**src/rtl/trigger_fill_sequencer_pkg.sv**
```systemverilog
// Shared types and record layout for the trigger fill sequencer.
// Default widths, FSM encoding and field offsets of the trigger-information record.
package trig_seq_pkg;

  localparam int unsigned DEF_NCHAN = 5;
  localparam int unsigned DEF_FT_W  = 2;
  localparam int unsigned DEF_TN_W  = 64;
  localparam int unsigned DEF_TO_W  = 24;
  localparam int unsigned CNT_W     = 32;

  localparam int unsigned REC_W = DEF_TN_W + DEF_FT_W + 2 * DEF_NCHAN;

  // Record layout {trig_num, fill_type, chan_mask, to_mask}, MSB first
  localparam int unsigned TO_MASK_LSB   = 0;
  localparam int unsigned CHAN_MASK_LSB = DEF_NCHAN;
  localparam int unsigned FT_LSB        = 2 * DEF_NCHAN;
  localparam int unsigned TN_LSB        = 2 * DEF_NCHAN + DEF_FT_W;

  typedef enum logic [1:0] {
    IDLE  = 2'd0,
    FILL  = 2'd1,
    STORE = 2'd2
  } state_e;

  function automatic int unsigned rec_w(int unsigned nchan, int unsigned ft_w,
                                        int unsigned tn_w);
    return tn_w + ft_w + 2 * nchan;
  endfunction

endpackage

```
**src/rtl/trigger_fill_sequencer_if.sv**
```systemverilog
// Channel-FPGA acquisition lines and trigger-information FIFO write port.
interface trigger_fill_sequencer_if #(
  parameter int unsigned NCHAN = trig_seq_pkg::DEF_NCHAN,
  parameter int unsigned FT_W  = trig_seq_pkg::DEF_FT_W,
  parameter int unsigned TN_W  = trig_seq_pkg::DEF_TN_W
) ();

  localparam int unsigned RecW = trig_seq_pkg::rec_w(NCHAN, FT_W, TN_W);

  logic [NCHAN-1:0]      acq_trig;
  logic [NCHAN*FT_W-1:0] acq_enable;
  logic [NCHAN-1:0]      acq_done;
  logic                  fifo_valid;
  logic                  fifo_ready;
  logic [RecW-1:0]       fifo_data;

  modport master (
    output acq_trig, acq_enable, fifo_valid, fifo_data,
    input  acq_done, fifo_ready
  );

  modport slave (
    input  acq_trig, acq_enable, fifo_valid, fifo_data,
    output acq_done, fifo_ready
  );

endinterface

```
**src/rtl/trigger_fill_sequencer_done_collector.sv**
```systemverilog
// Sticky per-channel done accumulation and fill timeout for one fill.
// complete/timeout are combinational so the FSM can act in the same cycle.
module done_collector #(
  parameter int unsigned NCHAN = trig_seq_pkg::DEF_NCHAN,
  parameter int unsigned TO_W  = trig_seq_pkg::DEF_TO_W
) (
  input  logic             clk,
  input  logic             reset,
  input  logic             clear_i,
  input  logic             en_i,
  input  logic [NCHAN-1:0] mask_i,
  input  logic [NCHAN-1:0] acq_done_i,
  input  logic [TO_W-1:0]  timeout_cycles_i,
  output logic             complete_c_o,
  output logic             timeout_c_o,
  output logic [NCHAN-1:0] to_mask_c_o
);

  logic [NCHAN-1:0] sticky_q, sticky_d, sticky_next;
  logic [TO_W-1:0]  timer_q, timer_d;
  logic             limit_hit;

  // Same-cycle done counts towards completion; completion beats timeout
  always_comb begin
    sticky_next  = sticky_q | (acq_done_i & mask_i);
    limit_hit    = (timeout_cycles_i != '0) &&
                   (timer_q == timeout_cycles_i - TO_W'(1));
    complete_c_o = en_i && (sticky_next == mask_i);
    timeout_c_o  = en_i && limit_hit && !complete_c_o;
    to_mask_c_o  = mask_i & ~sticky_next;
  end

  always_comb begin
    sticky_d = sticky_q;
    timer_d  = timer_q;
    if (clear_i) begin
      sticky_d = '0;
      timer_d  = '0;
    end else if (en_i) begin
      sticky_d = sticky_next;
      timer_d  = timer_q + TO_W'(1);
    end
  end

  always_ff @(posedge clk) begin
    if (reset) begin
      sticky_q <= '0;
      timer_q  <= '0;
    end else begin
      sticky_q <= sticky_d;
      timer_q  <= timer_d;
    end
  end

endmodule

```
**src/rtl/trigger_fill_sequencer.sv**
```systemverilog
// Accepts global triggers, drives a masked fill on the Channel FPGAs and
// pushes one trigger-information record per fill into the command-manager FIFO.
module trigger_fill_sequencer
  import trig_seq_pkg::*;
#(
  parameter int unsigned NCHAN = DEF_NCHAN,
  parameter int unsigned FT_W  = DEF_FT_W,
  parameter int unsigned TN_W  = DEF_TN_W,
  parameter int unsigned TO_W  = DEF_TO_W
) (
  input  logic                    clk,
  input  logic                    reset,
  input  logic                    trigger_i,
  input  logic [NCHAN-1:0]        chan_en_i,
  input  logic [FT_W-1:0]         fill_type_i,
  input  logic [TO_W-1:0]         timeout_cycles_i,
  output logic [TN_W-1:0]         trig_num_o,
  output logic                    busy_o,
  output logic [CNT_W-1:0]        dropped_cnt_o,
  output logic                    timeout_err_o,
  trigger_fill_sequencer_if.master bus
);

  localparam int unsigned RecW = rec_w(NCHAN, FT_W, TN_W);

  state_e                state_q, state_d;
  logic [TN_W-1:0]       trig_num_q, trig_num_d;
  logic [NCHAN-1:0]      mask_q, mask_d;
  logic [FT_W-1:0]       ft_q, ft_d;
  logic [NCHAN-1:0]      acq_trig_q, acq_trig_d;
  logic [NCHAN*FT_W-1:0] acq_enable_q, acq_enable_d;
  logic                  fifo_valid_q, fifo_valid_d;
  logic [RecW-1:0]       fifo_data_q, fifo_data_d;
  logic                  busy_q, busy_d;
  logic [CNT_W-1:0]      dropped_q, dropped_d;
  logic                  timeout_err_q, timeout_err_d;

  logic                  clear;
  logic                  complete_c;
  logic                  timeout_c;
  logic [NCHAN-1:0]      to_mask_c;

  done_collector #(
    .NCHAN (NCHAN),
    .TO_W  (TO_W)
  ) u_done_collector (
    .clk              (clk),
    .reset            (reset),
    .clear_i          (clear),
    .en_i             (state_q == FILL),
    .mask_i           (mask_q),
    .acq_done_i       (bus.acq_done),
    .timeout_cycles_i (timeout_cycles_i),
    .complete_c_o     (complete_c),
    .timeout_c_o      (timeout_c),
    .to_mask_c_o      (to_mask_c)
  );

  // Next-state and registered-output logic
  always_comb begin
    state_d       = state_q;
    trig_num_d    = trig_num_q;
    mask_d        = mask_q;
    ft_d          = ft_q;
    acq_trig_d    = acq_trig_q;
    acq_enable_d  = acq_enable_q;
    fifo_valid_d  = fifo_valid_q;
    fifo_data_d   = fifo_data_q;
    dropped_d     = dropped_q;
    timeout_err_d = timeout_err_q;
    clear         = 1'b0;

    if (trigger_i && (state_q != IDLE) && (dropped_q != '1)) begin
      dropped_d = dropped_q + CNT_W'(1);
    end

    case (state_q)
      IDLE: begin
        if (trigger_i) begin
          trig_num_d = trig_num_q + TN_W'(1);
          mask_d     = chan_en_i;
          ft_d       = fill_type_i;
          clear      = 1'b1;
          if (chan_en_i != '0) begin
            state_d      = FILL;
            acq_trig_d   = chan_en_i;
            acq_enable_d = {NCHAN{fill_type_i}};
          end else begin
            // Empty mask: nothing to wait for, record goes straight out
            state_d      = STORE;
            fifo_valid_d = 1'b1;
            fifo_data_d  = {trig_num_d, fill_type_i, {NCHAN{1'b0}}, {NCHAN{1'b0}}};
          end
        end
      end
      FILL: begin
        if (complete_c || timeout_c) begin
          state_d      = STORE;
          acq_trig_d   = '0;
          acq_enable_d = '0;
          fifo_valid_d = 1'b1;
          fifo_data_d  = {trig_num_q, ft_q, mask_q,
                          timeout_c ? to_mask_c : {NCHAN{1'b0}}};
          if (timeout_c) begin
            timeout_err_d = 1'b1;
          end
        end
      end
      STORE: begin
        if (bus.fifo_ready) begin
          state_d      = IDLE;
          fifo_valid_d = 1'b0;
        end
      end
      default: begin
        state_d = IDLE;
      end
    endcase

    busy_d = (state_d != IDLE);
  end

  always_ff @(posedge clk) begin
    if (reset) begin
      state_q       <= IDLE;
      trig_num_q    <= '0;
      mask_q        <= '0;
      ft_q          <= '0;
      acq_trig_q    <= '0;
      acq_enable_q  <= '0;
      fifo_valid_q  <= 1'b0;
      fifo_data_q   <= '0;
      busy_q        <= 1'b0;
      dropped_q     <= '0;
      timeout_err_q <= 1'b0;
    end else begin
      state_q       <= state_d;
      trig_num_q    <= trig_num_d;
      mask_q        <= mask_d;
      ft_q          <= ft_d;
      acq_trig_q    <= acq_trig_d;
      acq_enable_q  <= acq_enable_d;
      fifo_valid_q  <= fifo_valid_d;
      fifo_data_q   <= fifo_data_d;
      busy_q        <= busy_d;
      dropped_q     <= dropped_d;
      timeout_err_q <= timeout_err_d;
    end
  end

  assign trig_num_o     = trig_num_q;
  assign busy_o         = busy_q;
  assign dropped_cnt_o  = dropped_q;
  assign timeout_err_o  = timeout_err_q;
  assign bus.acq_trig   = acq_trig_q;
  assign bus.acq_enable = acq_enable_q;
  assign bus.fifo_valid = fifo_valid_q;
  assign bus.fifo_data  = fifo_data_q;

endmodule

```
**src/flat_wrapper.sv**
```systemverilog
// flat-port wrapper written by rule: the top's interface ports become plain ports
module trigger_fill_sequencer_flat import trig_seq_pkg::*;
#(
  parameter int unsigned NCHAN = DEF_NCHAN,
  parameter int unsigned FT_W  = DEF_FT_W,
  parameter int unsigned TN_W  = DEF_TN_W,
  parameter int unsigned TO_W  = DEF_TO_W
)
  (clk, reset, trigger_i, chan_en_i, fill_type_i, timeout_cycles_i, trig_num_o, busy_o, dropped_cnt_o, timeout_err_o, bus_acq_trig, bus_acq_enable, bus_fifo_valid, bus_fifo_data, bus_acq_done, bus_fifo_ready);
  trigger_fill_sequencer_if #(.NCHAN(NCHAN), .FT_W(FT_W), .TN_W(TN_W)) bus_i ();
  input  logic clk;
  input  logic reset;
  input  logic trigger_i;
  input  logic [NCHAN-1:0] chan_en_i;
  input  logic [FT_W-1:0] fill_type_i;
  input  logic [TO_W-1:0] timeout_cycles_i;
  output logic [TN_W-1:0] trig_num_o;
  output logic busy_o;
  output logic [CNT_W-1:0] dropped_cnt_o;
  output logic timeout_err_o;
  output wire logic [$bits(bus_i.acq_trig)-1:0] bus_acq_trig;
  output wire logic [$bits(bus_i.acq_enable)-1:0] bus_acq_enable;
  output wire logic [$bits(bus_i.fifo_valid)-1:0] bus_fifo_valid;
  output wire logic [$bits(bus_i.fifo_data)-1:0] bus_fifo_data;
  input wire logic [$bits(bus_i.acq_done)-1:0] bus_acq_done;
  input wire logic [$bits(bus_i.fifo_ready)-1:0] bus_fifo_ready;
  assign bus_acq_trig = bus_i.acq_trig;
  assign bus_acq_enable = bus_i.acq_enable;
  assign bus_fifo_valid = bus_i.fifo_valid;
  assign bus_fifo_data = bus_i.fifo_data;
  assign bus_i.acq_done = bus_acq_done;
  assign bus_i.fifo_ready = bus_fifo_ready;
  trigger_fill_sequencer #(.NCHAN(NCHAN), .FT_W(FT_W), .TN_W(TN_W), .TO_W(TO_W)) u_core (.clk(clk), .reset(reset), .trigger_i(trigger_i), .chan_en_i(chan_en_i), .fill_type_i(fill_type_i), .timeout_cycles_i(timeout_cycles_i), .trig_num_o(trig_num_o), .busy_o(busy_o), .dropped_cnt_o(dropped_cnt_o), .timeout_err_o(timeout_err_o), .bus(bus_i));
endmodule
```
**config.mk**
```make
export PLATFORM = sky130hd
export DESIGN_NAME = trigger_fill_sequencer_flat
export DESIGN_NICKNAME = d
export VERILOG_FILES = /design/src/rtl/trigger_fill_sequencer_pkg.sv /design/src/rtl/trigger_fill_sequencer_if.sv /design/src/rtl/trigger_fill_sequencer_done_collector.sv /design/src/rtl/trigger_fill_sequencer.sv /design/src/flat_wrapper.sv
export SDC_FILE = /design/constraint.sdc
export NUM_CORES = 1
export LEC_CHECK = 0
export CAP_MARGIN = 20
export CORE_ASPECT_RATIO = 0.6
export CORE_MARGIN = 2
export CORE_UTILIZATION = 55
export CTS_BUF_LIST = sky130_fd_sc_hd__clkbuf_16
export DETAILED_ROUTE_END_ITERATION = 10
export PLACE_DENSITY = 0.85
export SLEW_MARGIN = 20
export SYNTH_ARGS = -nofsm -noshare
export SYNTH_HDL_FRONTEND = slang
export SYNTH_SLANG_ARGS = --single-unit
```
**constraint.sdc**
```tcl
create_clock -name clk -period 6 [get_ports clk]
set_input_delay 0.6 -clock clk [delete_from_list [all_inputs] [get_ports clk]]
set_output_delay 0.6 -clock clk [all_outputs]
set_load 0.02 [all_outputs]
```
# Yosys cells after proc, flatten, opt, wreduce, memory -nomap -nowiden
# Index checks and enable logic that the tools add are counted.
# op_classes
order_cmp	0
shifts	0
muxes	25
add_sub_neg	4
div	0
n_eq_ne	10
bitwise_logic	4
n_reduce_logical	21
mul	0
# ops
cell	n
2-to-1 mux 76 bit	3
one-hot mux 76 bit (2 select lines)	1
adder 64 x 1 -> 64 bit (second input constant)	1
adder 32 x 1 -> 32 bit (second input constant)	1
inequality test 32 bit (second input constant)	1
2-to-1 mux 10 bit	3
adder 24 x 1 -> 24 bit (second input constant)	1
== test 24 bit	1
nonzero test 24 bit	1
subtractor 24 x 1 -> 24 bit (second input constant)	1
2-to-1 mux 5 bit	4
one-hot mux 10 bit (2 select lines)	1
AND 5 bit	2
one-hot mux 5 bit (2 select lines)	1
2-to-1 mux 2 bit	4
AND reduction 4 bit	2
logical AND 1 bit	6
2-to-1 mux 1 bit	6
inequality test 2 bit (second input constant)	3
one-hot mux 2 bit (3 select lines)	1
nonzero test 2 bit	3
== test 5 bit	1
inverter 5 bit	1
OR 5 bit	1
13 further kinds	14
# totals
out_inout_bits	190
wordCells	77
ramBits	0
reg_bits	228
mem_count	0
latchBits	0
rom_bits	0
inputBits	40

# Depth between registers and ports, before layout
# Gate-level depths: netlist of the first run.
# depth
word_depth	10
mapped_depth	14
mapped_depth_nobuf	10

# By module
# Synthesis of the first run repeated with hierarchy kept, for this count alone.
# hier_totals
hier_cells	1372
area_unflattened_um2	11294.6
# modules_own_cells
mod	area_each_um2	instances	cells_each
trigger_fill_sequencer	9116.2	1	1101
done_collector	2178.3	1	271

# Worst setup path before layout of the first run
# OpenSTA, ideal clock, no wires.
# synth_timing
path_kind	input -> register
from	in timeout_cycles_i[0]
to	reg u_core.fifo_data_q[49], in the netlist u_core.bus.fifo_data[49]
path_buffers	3
setup_slack_ns	2.716
cell_stages	13
arrival_time_ns	3.199
t_required_ns	5.915
setup_time_ns	0.085
path_cell_list	inv_1 -> ha_1 -> or3b_1 -> buf_2 -> or4_1 -> a32oi_1 -> o21ai_1 -> and4b_4 -> a41o_1 -> buf_6 -> buf_6 -> or3b_1 -> o31ai_2
# synth_via
elab_chain_cells	8
elab_cells_between_ends	9
cone_classes	1 x add/sub; 2 x eq/ne; 6 x reduce/logical
# synth_rtl
element	line	rtl
start, declared	flat_wrapper.sv:16	input logic [TO_W-1:0] timeout_cycles_i;
subtractor 24 x 1 -> 24 bit	trigger_fill_sequencer_done_collector.sv:27	(timer_q == timeout_cycles_i - TO_W'(1));
== test 24 bit	trigger_fill_sequencer_done_collector.sv:27	
logical AND 1 bit *	trigger_fill_sequencer_done_collector.sv:26	limit_hit = (timeout_cycles_i != '0) &&
logical AND 1 bit * (2 in a row)	trigger_fill_sequencer_done_collector.sv:29	timeout_c_o = en_i && limit_hit && !complete_c_o;
logical OR 1 bit *	trigger_fill_sequencer.sv:97	if (complete_c || timeout_c) begin
inequality test 2 x 1 -> 1 bit (no source line) *	--	
AND reduction 4 bit (no source line) *	--	
end signal, assigned	trigger_fill_sequencer.sv:144	fifo_data_q <= fifo_data_d;
end, declared	trigger_fill_sequencer.sv:33	logic [RecW-1:0] fifo_data_q, fifo_data_d;
# Mark *: on every way between the ends. The rest lies on a longest branch, timed or not.
# A chain may end at the register's enable or synchronous reset.

# Final worst setup path of the first run
# layout_timing
from	in timeout_cycles_i[0]
to	reg u_core.fifo_data_q[36], in the netlist u_core.bus.fifo_data[36]
# Same word-level chain as after synthesis.

==> flow_summary_export.csv, run 1 <==
group,metric,value,unit
outcome,status,"complete, no violations",
worst_setup_path,startpoint_type,"primary input",
clocking,cts_tree,"built",
timing,fin_skew,0.0117,ns
power,power_frac_comb,11.1,%
global_routing,grt_first_pass_wirelength,52200,µm
floorplan,core,20100,µm²
worst_setup_path,crit_path_end_kind,"flop",
synthesis,ys_ff_latch,220,
worst_setup_path,cp_max_fo,61,
timing,fin_hold_ws,0.448,ns
power,vdd_ir_drop_max,184,µV
power,p_leak,4.95,nW
final_layout,multi_input_area,6400,µm²
final_layout,seqCellArea,4400,µm²
timing,worst_pin_slew,1.11,ns
hold_path,hold_depth,2,
timing,max_freq,0.227,GHz
routing,routed_via_density,5.75,
clocking,htree_levels,1,
clocking,cts_buffer_depth,3,
final_layout,area_growth,25.6,%
worst_setup_path,timing.rr.end,"u_core.bus.fifo_data[73]$_SDFFE_PP0P_",
global_routing,gr-total-overflow,0,
floorplan,die_x,190,µm
final_layout,nFillCells,1651,
power,p_clk_share,41.4,%
power,p_switching,0.856,mW
hold_path,min_from,"u_core.bus.fifo_data[59]$_SDFFE_PP0P_",
clocking,cts_num_sinks,220,
synthesis,synth_nets,1444,
floorplan,rows,40,
power,swShare,26.9,%
routing,totalWireLength,32700,µm
clocking,clk_pin_slew,0.07,ns
power,internal_power,2.33,mW
place,globalplace.congestion,0.885,
hold_path,hold_path_end,"u_core.bus.fifo_data[59]$_SDFFE_PP0P_",
synthesis,synth_edf_count,0,
worst_setup_path,r2r_slack,2.58,ns
clocking,cts_buffers,21,
synthesis,synth_warnings,0,
power,power.density,223,nW/µm²
worst_setup_path,critPathKind,"in -> reg",
floorplan,start_util,56.5,%
final_layout,mostFrequentLayoutCells,"228 x clkdlybuf4s50_1, 220 x dfxtp_1, 176 x nor2_1",
worst_setup_path,worstPathArrival,4.77,ns
place,dpl-instance-area,13600,µm²
final_layout,postLayoutCoreUtil,70.9,%
clocking,cts.root.buffer_cell,"clkbuf_16",
timing,setup_violations,0,
place,portBuffers,229,
run,drv_cap,0,
routing,routedWlPerCell,17.7,µm
timing,fin_crit_sh,73.5,%
routing,drc,0,
clocking,clock_latency,0.51,ns
synthesis,syn_area,11400,µm²
hold_path,min_path_type,"reg -> reg",
power,seqPwrFrac,47.5,%
final_layout,antennaDiodeCount,0,
global_routing,grt_max_degree,96,
synthesis,seq_area_frac_synth,38.8,%
worst_setup_path,rr_worst_depth,8,
synthesis,syn_inst,1394,
global_routing,grt_pass1_vias,9882,
timing,min_period,4.41,ns
floorplan,io_pins,230,
routing,drtIter0Drc,791,
synthesis,yosys.cell_types.count,67,
routing,drtPass1Iterations,5,
floorplan,die_area,21900,µm²
final_layout,final_common_cell,"clkdlybuf4s50_1",
clocking,cts.repair.resized,0,
worst_setup_path,r2r_start,"u_core.trig_num_o[26]$_SDFFE_PP0P_",
global_routing,antenna_found_initial,1,
global_routing,track_usage,29.3,%
timing,slew_headroom,25.9,%
place,dpl.hpwl,23100,µm
final_layout,drive_gt1_share,5.25,%
final_layout,final_area,14300,µm²
floorplan,dieHeight,115,µm
timing,rsz0062_at_grt,"false",
synthesis,async_flop_share,0,%
worst_setup_path,critPathRequiredTime,6.36,ns
final_layout,layout.nets,1615,
timing,slew_viol_final,0,
timing,setup_tns,0,ns
synthesis,syn_area_per_cell,8.15,µm²
clocking,postCtsSetupRepairBufs,0,
routing,ant_nets,0,
routing,vias,10700,
clocking,cts.hold.buffers_added,0,
synthesis,ys.flop_type,"dfxtp_1",
timing,hold_viol,0,
sequential cells by signal, indices dropped and copies added, names as in the netlist, 2 cells and up:
| signal | count |
|---|---|
| u_core.state_q | 2 |
| u_core.u_done_collector.timer_q | 24 |
| u_core.dropped_cnt_o | 32 |
| u_core.ft_q | 2 |
| u_core.bus.fifo_data | 76 |
| u_core.trig_num_o | 64 |
| u_core.bus.acq_enable | 2 |
| u_core.bus.acq_trig | 5 |
| u_core.mask_q | 5 |
| u_core.u_done_collector.sticky_q | 5 |
power groups by stage:
stage | logic [mW] | registers (mW) | clock network, mW
2_1_floorplan | 0.225 | 1.55 | 0
3_3_place_gp | 0.344 | 1.55 | 0
3_5_place_dp | 0.349 | 1.55 | 0
4_1_cts | 0.351 | 1.51 | 1.34
5_1_grt | 0.382 | 1.52 | 1.41
6_report | 0.353 | 1.51 | 1.32
cell type report:
type                            instances  share of cell area [%]
Clock buffer                           21                    3.68
Sequential cell                       220                    30.9
Timing Repair Buffer                  237                    16.5
Inverter                               29                   0.772
Tap cell                              273                    2.39
Multi-Input combinational cell       1056                    44.8
Clock inverter                         17                   0.982
worst max-delay path, cell delays in order:
cell	delay (ns)
clkdlybuf4s50_1	0.52
inv_1	0.14
ha_1	0.26
or3b_1	0.50
nor3_1	0.50
mux2_2	0.40
o21ai_1	0.12
and4b_4	0.27
a41o_4	0.55
buf_4	0.58
or3b_2	0.22
o31ai_2	0.05
synthesized netlist by cell type, types with 15 or more instances:
| cell | instances | area share (%) |
|---|---|---|
| dfxtp_1 | 220 | 39 |
| nor2_1 | 176 | 5.8 |
| nand2_1 | 175 | 5.8 |
| xor2_1 | 96 | 7.4 |
| xnor2_1 | 86 | 6.6 |
| nand3_1 | 82 | 3.6 |
| clkbuf_1 | 56 | 1.9 |
| a21oi_1 | 49 | 2.2 |
| and3_1 | 44 | 2.4 |
| o21ai_1 | 38 | 1.7 |
| nand4_1 | 34 | 1.9 |
| or3_1 | 34 | 1.9 |
| inv_1 | 27 | 0.89 |
| o21ai_0 | 27 | 1.2 |
| nor3_1 | 22 | 0.97 |
| a31o_1 | 18 | 1.4 |
| a31oi_1 | 15 | 0.83 |
| nor4_1 | 15 | 0.83 |
how the worst max path moves through the flow:
stage | from | to | slack (ns)
CTS | timeout_cycles_i[0] | u_core.bus.fifo_data[39]$_SDFFE_PP0P_ | 1.64
floorplan | timeout_cycles_i[0] | u_core.bus.fifo_data[49]$_SDFFE_PP0P_ | 2.72
finish | timeout_cycles_i[0] | u_core.bus.fifo_data[36]$_SDFFE_PP0P_ | 1.59
detailed placement | timeout_cycles_i[0] | u_core.bus.fifo_data[39]$_SDFFE_PP0P_ | 1.10
global placement | timeout_cycles_i[0] | u_core.bus.fifo_data[39]$_SDFFE_PP0P_ | 1.23
global route | timeout_cycles_i[0] | u_core.bus.fifo_data[36]$_SDFFE_PP0P_ | 1.28
through the flow:
step	power, mW	worst slack, ns	instances
finish	3.19	1.59	1853
global route	3.30	1.28	1853
CTS	3.20	1.64	1853
detailed placement	1.90	1.10	1815
global placement	1.89	1.23	1815
floorplan	1.77	2.72	1394
logic make-up (layout without fill, tap and decap cells):
logic type / count (synthesis) / after routing / share of synthesized area (%)
multiplexers: 3 / 3 / 0.275
XOR/XNOR: 182 / 182 / 14.0
flip-flops: 220 / 220 / 38.8
AND/OR/NAND/NOR: 658 / 658 / 28.8
adder cells (fa/ha/maj): 10 / 10 / 1.10
buffers and inverters: 118 / 304 / 5.02
AO/OA/AOI/OAI: 203 / 203 / 12.0
routing by layer:
layer  up-vias  track usage (%)  wire [µm]
li1       5167                -          -
met1      5030             43.5      15800
met2       420             44.5      13600
met3        38             5.77       2840
met4         0             5.17        448
met5         -                0          0
(Power assumes the default switching activity.)
==> run 2: changes to the inputs <==
--- a/config.mk
+++ b/config.mk
@@ -8,10 +8,10 @@
 export CAP_MARGIN = 20
 export CORE_ASPECT_RATIO = 0.6
 export CORE_MARGIN = 2
-export CORE_UTILIZATION = 55
+export CORE_UTILIZATION = 47
 export CTS_BUF_LIST = sky130_fd_sc_hd__clkbuf_16
 export DETAILED_ROUTE_END_ITERATION = 10
-export PLACE_DENSITY = 0.85
+export PLACE_DENSITY = 0.77
 export SLEW_MARGIN = 20
 export SYNTH_ARGS = -nofsm -noshare
 export SYNTH_HDL_FRONTEND = slang
==> constraint.sdc (replaced) <==
create_clock -name clk -period 3.6 [get_ports clk]
set_input_delay 0.36 -clock clk [delete_from_list [all_inputs] [get_ports clk]]
set_output_delay 0.36 -clock clk [all_outputs]
set_load 0.02 [all_outputs]
==> run 2 against run 1 <==
Effect of this change: global-route usage down 3.1 points; clock power up 67%; via count up 1.8%; combinational power up 88%; cell count up 5.8%; clock skew down 0.0027 ns; die area up 17%; sequential cell count unchanged; non-clock buffer count up 56; largest power group unchanged.
==> flow_summary_export.csv, run 2 (synthesized netlist as in run 1, its figures left out) <==
group,metric,value,unit
power,p_clk_share,41.0,%
final_layout,postLayoutCoreUtil,61.8,%
timing,fin_skew,0.00904,ns
timing,rsz0062_at_grt,"false",
power,power_frac_comb,12.3,%
routing,routed_via_density,5.54,
timing,slew_viol_final,0,
floorplan,core,23900,µm²
clocking,clock_latency,0.50,ns
worst_setup_path,worstPathArrival,3.54,ns
final_layout,final_common_cell,"clkdlybuf4s50_1",
timing,fin_crit_sh,88.4,%
clocking,postCtsSetupRepairBufs,0,
floorplan,io_pins,230,
worst_setup_path,rr_worst_depth,8,
worst_setup_path,crit_start,"u_core.trig_num_o[25]$_SDFFE_PP0P_",
clocking,cts_buffers,22,
place,globalplace.congestion,0.899,
worst_setup_path,timing.rr.end,"u_core.trig_num_o[57]$_SDFFE_PP0P_",
routing,totalWireLength,33900,µm
final_layout,drive_gt1_share,8.36,%
clocking,cts_tree,"built",
global_routing,track_usage,26.2,%
final_layout,layout.nets,1672,
floorplan,start_util,47.4,%
global_routing,grt_max_degree,95,
power,swShare,26.8,%
timing,max_freq,0.314,GHz
final_layout,final_area,14800,µm²
power,power.density,364,nW/µm²
place,portBuffers,229,
timing,worst_pin_slew,1.02,ns
clocking,cts.hold.buffers_added,0,
worst_setup_path,critPathKind,"reg -> reg",
worst_setup_path,r2r_start,"u_core.trig_num_o[25]$_SDFFE_PP0P_",
worst_setup_path,critPathRequiredTime,3.96,ns
place,dpl.hpwl,24900,µm
routing,vias,10800,
worst_setup_path,r2r_slack,0.42,ns
place,dpl-instance-area,14100,µm²
power,seqPwrFrac,46.7,%
clocking,cts.root.buffer_cell,"clkbuf_16",
power,p_switching,1.45,mW
routing,routedWlPerCell,17.3,µm
final_layout,antennaDiodeCount,0,
floorplan,die_area,25500,µm²
final_layout,finalNonFillerCells,1960,
worst_setup_path,crit_path_end_kind,"flop",
worst_setup_path,startpoint_type,"flop",
run,drv_cap,0,
routing,ant_nets,0,
floorplan,dieHeight,124,µm
timing,setup_violations,0,
floorplan,die_x,205,µm
clocking,cts.repair.resized,0,
global_routing,antenna_found_initial,0,
timing,slew_headroom,32.2,%
worst_setup_path,cp_max_fo,10,
worst_setup_path,worstSetupEndpoint,"u_core.trig_num_o[57]$_SDFFE_PP0P_",
routing,drtIter0Drc,1044,
power,vdd_ir_drop_max,340,µV
clocking,clk_pin_slew,0.07,ns
routing,drc,0,
final_layout,area_growth,30.3,%
global_routing,grt_pass1_vias,10100,
power,p_leak,5.23,nW
outcome,status,"complete, no violations",
clocking,cts_buffer_depth,3,
routing,drtPass1Iterations,5,
timing,min_period,3.18,ns
clocking,cts_num_sinks,220,
clocking,htree_levels,1,
global_routing,grt_first_pass_wirelength,54700,µm
final_layout,largest_reg_flops,76,
power,power.total,5.40,mW
hold_path,min_path_type,"in -> reg",
power,internal_power,3.95,mW
final_layout,mostFrequentLayoutCells,"228 x clkdlybuf4s50_1, 220 x dfxtp_1, 176 x nor2_1",
timing,hold_viol,0,
global_routing,gr-total-overflow,0,
floorplan,rows,44,
place,dpl.cell_count,1920,
[run 2: changes by cell type in the layout (fill, tap and decap cells not counted)]
cell | before | now
buf_4 | 9 | 62
clkinv_1 | 2 | 7
buf_12 | 0 | 3
clkbuf_16 | 21 | 23
clkinv_2 | 10 | 8
bufinv_16 | 2 | 1
clkinv_4 | 0 | 1
inv_1 | 29 | 28
inv_6 | 1 | 0
inv_8 | 1 | 0
[run 2: area by class of cell]
class,instances,area (µm²)
inverters,29,110
clock inverters,17,104
fillers,2091,9150
multi-input cells,1056,6400
repair buffers,293,2810
well taps,322,403
flip-flops and latches,220,4400
clock buffers,23,576
[run 2: per-stage QoR]
step,worst slack [ns],TNS (ns),hold WS [ns]
after global routing,0.282,0,0.391
final,0.419,0,0.370
after floorplan,0.556,0,0.437
after global placement,0.0488,0,0.438
after detailed placement,-0.00317,-0.00508,0.440
after CTS,0.479,0,0.365
[run 2: routing by layer]
layer,global-route usage (%),routed length (µm),vias up
li1,-,-,5285
met1,41.4,17100,5146
met2,37.6,13900,380
met3,3.69,2490,38
met4,4.69,496,0
met5,0,0,-
[run 2: critical path, stage by stage (launching register included)]
cell	delay (ns)
dfxtp_1	0.51
nand4_1	0.23
or4_1	0.62
nor4_4	0.36
buf_4	0.23
nand4_1	0.41
or3_1	0.48
xor2_1	0.13
nor2_1	0.05
[run 2: how the worst min path moves through the flow]
stage / depth (start not counted) / from / endpoint
floorplan: 2 / u_core.ft_q[0]$_SDFFE_PP0P_ / u_core.ft_q[0]$_SDFFE_PP0P_
global placement: 2 / u_core.timeout_err_o$_SDFFE_PP0P_ / u_core.timeout_err_o$_SDFFE_PP0P_
detailed placement: 2 / u_core.timeout_err_o$_SDFFE_PP0P_ / u_core.timeout_err_o$_SDFFE_PP0P_
CTS: 2 / reset / u_core.trig_num_o[37]$_SDFFE_PP0P_
global route: 2 / reset / u_core.trig_num_o[20]$_SDFFE_PP0P_
finish: 2 / reset / u_core.trig_num_o[38]$_SDFFE_PP0P_
[run 2: power by group through the flow]
stage | combinational [mW] | sequential [mW] | clock (mW)
after floorplan | 0.375 | 2.58 | 0
after global placement | 0.644 | 2.57 | 0
after detailed placement | 0.657 | 2.57 | 0
after CTS | 0.658 | 2.52 | 2.25
after global routing | 0.718 | 2.52 | 2.36
final | 0.663 | 2.52 | 2.21
==> run 3: changes to the inputs <==
--- a/config.mk
+++ b/config.mk
@@ -7,7 +7,7 @@
 export LEC_CHECK = 0
 export CAP_MARGIN = 20
 export CORE_ASPECT_RATIO = 0.6
-export CORE_MARGIN = 2
+export CORE_MARGIN = 3
 export CORE_UTILIZATION = 47
 export CTS_BUF_LIST = sky130_fd_sc_hd__clkbuf_16
 export DETAILED_ROUTE_END_ITERATION = 10
==> run 3 against run 2 <==
Effect of this change: total power is 0.67% lower; core utilization is 1.5 points higher; clock skew is 0.011 ns higher; sequential cell count stayed put; critical path type unchanged; highest routed layer unchanged; cell count is 0.26% lower; non-clock buffer count is 3 higher; via count is 1.3% higher.
==> flow_summary_export.csv, run 3 (synthesized netlist as in run 1, its figures left out) <==
group,metric,value,unit
worst_setup_path,worstPathArrival,3.60,ns
floorplan,core,23400,µm²
timing,rsz0062_at_grt,"false",
routing,drc,0,
timing,worst_pin_slew,0.973,ns
clocking,cts.repair.resized,0,
worst_setup_path,critPathRequiredTime,3.96,ns
clocking,postCtsSetupRepairBufs,0,
clocking,cts_buffer_depth,3,
floorplan,io_pins,230,
place,portBuffers,229,
global_routing,grt_max_degree,92,
final_layout,final_area,14800,µm²
timing,fin_skew,0.0199,ns
timing,min_period,3.23,ns
power,vdd_ir_drop_max,297,µV
global_routing,grt_first_pass_wirelength,54800,µm
clocking,cts_num_sinks,220,
final_layout,antennaDiodeCount,0,
worst_setup_path,cp_slowest_cell,"or4_1",
floorplan,start_util,48.5,%
final_layout,nFillCells,2052,
worst_setup_path,startpoint_type,"flop",
timing,fin_hold_ws,0.447,ns
global_routing,grt_pass1_vias,10200,
routing,drtPass1Iterations,7,
power,power.total,5.36,mW
routing,drtIter0Drc,876,
place,globalplace.congestion,0.917,
final_layout,drive_gt1_share,8.35,%
place,dpl.hpwl,25400,µm
timing,hold_viol,0,
clocking,clk_pin_slew,0.06,ns
timing,slew_headroom,35.1,%
final_layout,layout.nets,1675,
power,p_clk_share,40.5,%
worst_setup_path,cp_max_fo,10,
floorplan,die_x,207,µm
hold_path,min_path_type,"reg -> reg",
worst_setup_path,crit_path_max_incr_delay,0.63,ns
floorplan,rows,43,
power,p_leak,5.26,nW
clocking,htree_levels,1,
final_layout,area_growth,30.4,%
timing,slew_viol_final,0,
routing,totalWireLength,34600,µm
final_layout,largest_reg_flops,76,
floorplan,die_area,26100,µm²
clocking,clock_latency,0.52,ns
run,drv_cap,0,
power,power_frac_comb,12.5,%
final_layout,final_common_cell,"clkdlybuf4s50_1",
power,p_switching,1.45,mW
routing,routedWlPerCell,17.7,µm
routing,ant_nets,0,
power,swShare,27.0,%
floorplan,dieHeight,126,µm
timing,max_freq,0.309,GHz
timing,fin_crit_sh,89.8,%
clocking,cts_buffers,22,
worst_setup_path,crit_path_end_kind,"flop",
clocking,cts_tree,"built",
timing,setup_violations,0,
final_layout,mostFrequentLayoutCells,"228 x clkdlybuf4s50_1, 220 x dfxtp_1, 176 x nor2_1",
clocking,cts.root.buffer_cell,"clkbuf_16",
place,dpl-instance-area,14100,µm²
clocking,cts.hold.buffers_added,0,
worst_setup_path,crit_path_frequent_cell,"nand4_1",
power,internal_power,3.91,mW
routing,vias,11000,
outcome,status,"complete, no violations",
routing,routed_via_density,5.62,
worst_setup_path,critPathKind,"reg -> reg",
global_routing,track_usage,25.4,%
power,power.density,362,nW/µm²
global_routing,antenna_found_initial,0,
power,seqPwrFrac,47.0,%
worst_setup_path,path_cells,"nand4_1 -> or4_1 -> nor4_4 -> buf_4 -> nand4_1 -> or3_1 -> xor2_1 -> nor2_1",
global_routing,gr-total-overflow,0,
==> run 3: per-stage QoR <==
stage	worst slack [ns]	instances	setup TNS (ns)	utilization [%]
CTS	0.397	1955	0	63.3
global route	0.164	1955	0	63.3
floorplan	0.556	1394	0	-
detailed placement	-0.0336	1916	-0.248	60.5
finish	0.367	1955	0	63.3
global placement	-0.0135	1916	-0.0266	60.5
==> run 3: worst paths after layout <==
check / from / endpoint / slack (ns) / depth (start not counted)
worst max-delay path: u_core.trig_num_o[25]$_SDFFE_PP0P_ / u_core.trig_num_o[57]$_SDFFE_PP0P_ / 0.37 / 8
worst min-delay path: u_core.timeout_err_o$_SDFFE_PP0P_ / u_core.timeout_err_o$_SDFFE_PP0P_ / 0.45 / 2
worst max register to register: u_core.trig_num_o[25]$_SDFFE_PP0P_ / u_core.trig_num_o[57]$_SDFFE_PP0P_ / 0.37 / 8
worst min register to register: u_core.timeout_err_o$_SDFFE_PP0P_ / u_core.timeout_err_o$_SDFFE_PP0P_ / 0.45 / 2
==> run 3: routing by layer <==
layer | track usage [%] | up-vias | share of wire [%]
met3 | 4.33 | 34 | 8.5
met5 | 0 | - | 0
met4 | 3.80 | 0 | 1.4
li1 | - | 5296 | -
met1 | 39.7 | 5240 | 48
met2 | 37.3 | 422 | 42
==> run 3: final cells by class <==
type / count / area, µm² / share of cell area (%)
Multi-Input combinational cell: 1056 / 6400 / 43.2
Sequential cell: 220 / 4400 / 29.7
Timing Repair Buffer: 296 / 2840 / 19.2
Clock buffer: 22 / 551 / 3.72
Tap cell: 315 / 394 / 2.66
Clock inverter: 17 / 113 / 0.760
Inverter: 29 / 110 / 0.743
==> run 3: worst max-delay path: cells and delay by family (launching register included) <==
kind / cells / cell delay [ns]
xor gates and xnor gates: 1 / 0.14
buffers and inverters: 1 / 0.23
DFF: 1 / 0.50
and+or+nand+nor: 6 / 2.20
==> run 3: power groups by stage <==
stage / Combinational [mW] / Clock, mW / Sequential, mW
final: 0.671 / 2.17 / 2.52
after global routing: 0.726 / 2.30 / 2.52
after CTS: 0.667 / 2.21 / 2.52
after detailed placement: 0.665 / 0 / 2.57
after global placement: 0.657 / 0 / 2.57
after floorplan: 0.375 / 0 / 2.58
